### src/rtl/mux4b_4to1_en.sv
`default_nettype none
// ============================================================================
// Module   : mux4b_4to1_en
// Purpose  : Registered 4-to-1 selector with output enable and valid flag.
// Revision : 1.0 - initial release
// ============================================================================
module mux4b_4to1_en #(
  parameter int unsigned      WIDTH          = 4,
  parameter logic [WIDTH-1:0] DISABLED_VALUE = {WIDTH{1'b0}}
) (
  input  logic             clk,
  input  logic             rst_n,
  input  logic [WIDTH-1:0] a,
  input  logic [WIDTH-1:0] b,
  input  logic [WIDTH-1:0] c,
  input  logic [WIDTH-1:0] d,
  input  logic [1:0]       sel,
  input  logic             enable,
  output logic [WIDTH-1:0] out,
  output logic             out_valid
);

  logic [WIDTH-1:0] w_sel_data;
  logic [WIDTH-1:0] r_out;
  logic             r_out_valid;

  // Two-level ternary tree: an unknown select bit propagates X to the output
  // in simulation instead of silently picking a source.
  always_comb begin
    w_sel_data = sel[1] ? (sel[0] ? d : c) : (sel[0] ? b : a);
  end

  always_ff @(posedge clk) begin
    if (!rst_n) begin
      r_out       <= DISABLED_VALUE;
      r_out_valid <= 1'b0;
    end else if (!enable) begin
      r_out       <= DISABLED_VALUE;
      r_out_valid <= 1'b0;
    end else begin
      r_out       <= w_sel_data;
      r_out_valid <= 1'b1;
    end
  end

  assign out       = r_out;
  assign out_valid = r_out_valid;

endmodule
`default_nettype wire

### config.mk
export PLATFORM = sky130hd
export DESIGN_NAME = mux4b_4to1_en
export DESIGN_NICKNAME = d
export VERILOG_FILES = /design/src/rtl/mux4b_4to1_en.sv
export SDC_FILE = /design/constraint.sdc
export NUM_CORES = 1
export LEC_CHECK = 0
export CORE_AREA = 2 2 39 41
export CTS_CLUSTER_SIZE = 8
export DETAILED_ROUTE_END_ITERATION = 12
export DIE_AREA = 0 0 41 43
export DONT_BUFFER_PORTS = 1
export PLACE_DENSITY = 0.37
export RECOVER_POWER = 25
export SLEW_MARGIN = 15
export SYNTH_ARGS = -nofsm -noshare
export SYNTH_HDL_FRONTEND = slang
export SYNTH_SLANG_ARGS = --single-unit
export TNS_END_PERCENT = 100
### constraint.sdc
create_clock -name clk -period 0.95 [get_ports clk]
set_input_delay 0.1425 -clock clk [delete_from_list [all_inputs] [get_ports clk]]
set_output_delay 0.1425 -clock clk [all_outputs]
set_load 0.01 [all_outputs]
==> summary.md <==
The run finished with clean final reports. The die is 43 um tall. The number of buffers added for setup after CTS is 0, and the overall power of the completed layout is 0.506 mW. The pin slew with the least headroom to its limit works out to 0.169 ns. Yosys mapped the design onto 3 distinct sky130hd cell types.

The kind of end point of the critical path was an output pin. The peak fanout along the critical path works out to 1. In the layout the commonest cells are 5 x sky130_fd_sc_hd__dfxtp_1, 4 x sky130_fd_sc_hd__mux4_1, 3 x sky130_fd_sc_hd__and2_1, 3 x sky130_fd_sc_hd__clkbuf_4, 2 x sky130_fd_sc_hd__and2_0. Final cycle utilization of the critical path: 0.767. Peak ir drop on the vdd network: 250 uV.

The tools report the clock root buffer as sky130_fd_sc_hd__clkbuf_4. At the end of routability-driven placement, the weighted congestion stood at 0.631. The wire length of the first global-routing pass is 662 um, and the first-pass iteration count of the detailed router is 2.

Post-synthesis xor/xnor area fraction: 0. The remaining global-route overflow is 0, and the required time at the endpoint of the critical path is 0.81 ns. The simple-gate share of the synthesized area is 0.132. The Yosys step of the flow raised 0 warnings. The analysis attributes to cell leakage a power of 0.111 nW.

Timing would allow up to 1370 MHz. Once detail routing completed, the nets flagged for antenna violations numbered 0. Setup repair after global routing left no endpoint under its margin. The tools report the kind of start point of the critical path as a flip-flop. The switching share of power is 0.190.

The sequential fraction of the synthesis area came out at 0.423. The run gives 0.171 as the initial standard-cell utilization of the core. TritonCTS built the clock tree. The via count of the first global-routing pass is 172. The number of pins with negative max-slew slack in the final report is 0, and the final critical-path required period is 0.729 ns. Net count of the mapped netlist: 35. The final routed wire length divided by cell count is 12.8 um, and the count of non-filler cells in the finished layout is 34. The post-CTS clock slew at the launch and capture registers of the worst setup and hold paths came out at 0.04 ns. The worst slew margin relative to its limit came out at 0.887.

Setup violations remaining at the end of the flow were counted as 0. The portion of total power attributed to combinational logic is 0.074, and the floorplan die width is 41 um. For the portion of total power attributed to sequential cells, the log shows 0.457. The pin count of the biggest net entering global routing was 6. After technology mapping, the gate count stands at 14. 26 I/O pins were placed. The commonest non-fill, non-tap cell in the layout is sky130_fd_sc_hd__dfxtp_1.

The arithmetic-cell share of the synthesized area counting full adders, half adders and majority gates is 0. The final core utilization was 0.204; the area inside the core boundary was 0.00138 mm^2. Summed over all nets, the switching power comes to 0.0960 mW. From synthesis to final layout, the design area changed by 19.6%. For this design, the CTS-stage hold fixing added 0 buffers. For the global-route usage over all layers, the log shows 0.0585.

On the final layout, the worst hold slack is 0.145 ns. The clock passes through at most 2 buffers. Across the run, the number of max-cap violations was 0. Data arrives at the worst endpoint at 0.59 ns. The netlist area before placement was 236 um^2; the number of resized instances in the post-cts repair step was 0.

Counting every sink on the clock net gives 5. The via count of the routed design was 153. The logs give 1 for the detailed router's first-iteration violation count and 0 for the initial antenna violation count. The floorplan step defined a die boundary enclosing 0.00176 mm^2. The number of failing hold endpoints at the final stage was 0; the number of rows created at floorplan was 14.

The worst hold path belongs to the class input port to flip-flop. In this run, CTS created clock tree buffers numbering 3. The number of fillers in the final layout was 153. The number of levels the H-tree was split into came out at 1. The tools report the number of DRC violations after detailed routing as 0. Fraction of final layout cells sized beyond drive strength 1: 0.167. Dominant combinational cell family by area after synthesis: multiplexers.

Fraction of power consumed by the clock network: 0.469. Number of inserted diodes: 0. Adding up every negative setup slack in the final design gives 0 ns.

Number of synthesized register bits: 5. By startpoint and endpoint, the worst setup path is classified as flip-flop to output pin. The count of buffers added on input and output ports is 0.

The post-synthesis compound-gate area fraction was 0. Including well taps, the total number of placed cells is 30. Summed over all layers, the routed wires come to 435 um.

The run gives 0.410 mW as the cell internal power dissipation. The power density relative to cell area was 1790 mW/mm^2. The number of vias per cell after detailed routing was 4.50; the count of nets after finishing was 40. The multiplexer share of the synthesized area was 0.444; the mean instance size in the synthesized netlist was 16.9 um^2.
-- state kept, by name, indices dropped and copies added, names as in the netlist --
signal     flops
out            4
out_valid      1
-- cell type report --
cell class              instances  area (um^2)  share of cell area
well taps                      16         20.0              0.0708
flip-flops and latches          5          100               0.354
clock buffers                   4         26.3              0.0929
multi-input cells               9          136               0.482
-- kinds of logic (layout without fill, tap and decap cells) --
logic type	after synthesis	after routing
AND/OR/NAND/NOR	5	5
multiplexers	4	4
flip-flops	5	5
buffers and inverters	0	4
-- per-layer routing --
metal | track usage | up-vias | part of all wire | routed length [um]
met4 | 0.0800 | 0 | 0 | 0
met1 | 0.0654 | 64 | 0.36 | 157
met5 | 0 | - | 0 | 0
li1 | - | 65 | - | -
met3 | 0.0157 | 0 | 0.20 | 87
met2 | 0.0719 | 24 | 0.44 | 191
-- cells in the mapped netlist --
master / instances / share of area
sky130_fd_sc_hd__mux4_1: 4 / 0.44
sky130_fd_sc_hd__and2_1: 5 / 0.13
sky130_fd_sc_hd__dfxtp_1: 5 / 0.42
-- worst paths after layout --
kind	endpoint	start	cells after the start	slack, ns
setup / recovery	out[3]	out[3]	0	0.22
hold / removal	out_valid	enable	1	0.15
-- power by group through the flow --
stage               Combinational (mW)  Sequential, mW  Clock, mW
detailed placement              0.0390           0.235          0
global route                    0.0423           0.234      0.255
floorplan                       0.0342           0.235          0
CTS                             0.0390           0.232      0.252
finish                          0.0374           0.231      0.237
global placement                0.0386           0.236          0
-- stage by stage --
step / instance area, um^2 / setup WS [ns]
global route: 283 / 0.182
global placement: 256 / -0.00505
detailed placement: 256 / -0.0118
CTS: 283 / 0.204
floorplan: 236 / 0.0371
finish: 283 / 0.221
Power figures use the tool's default switching activity.
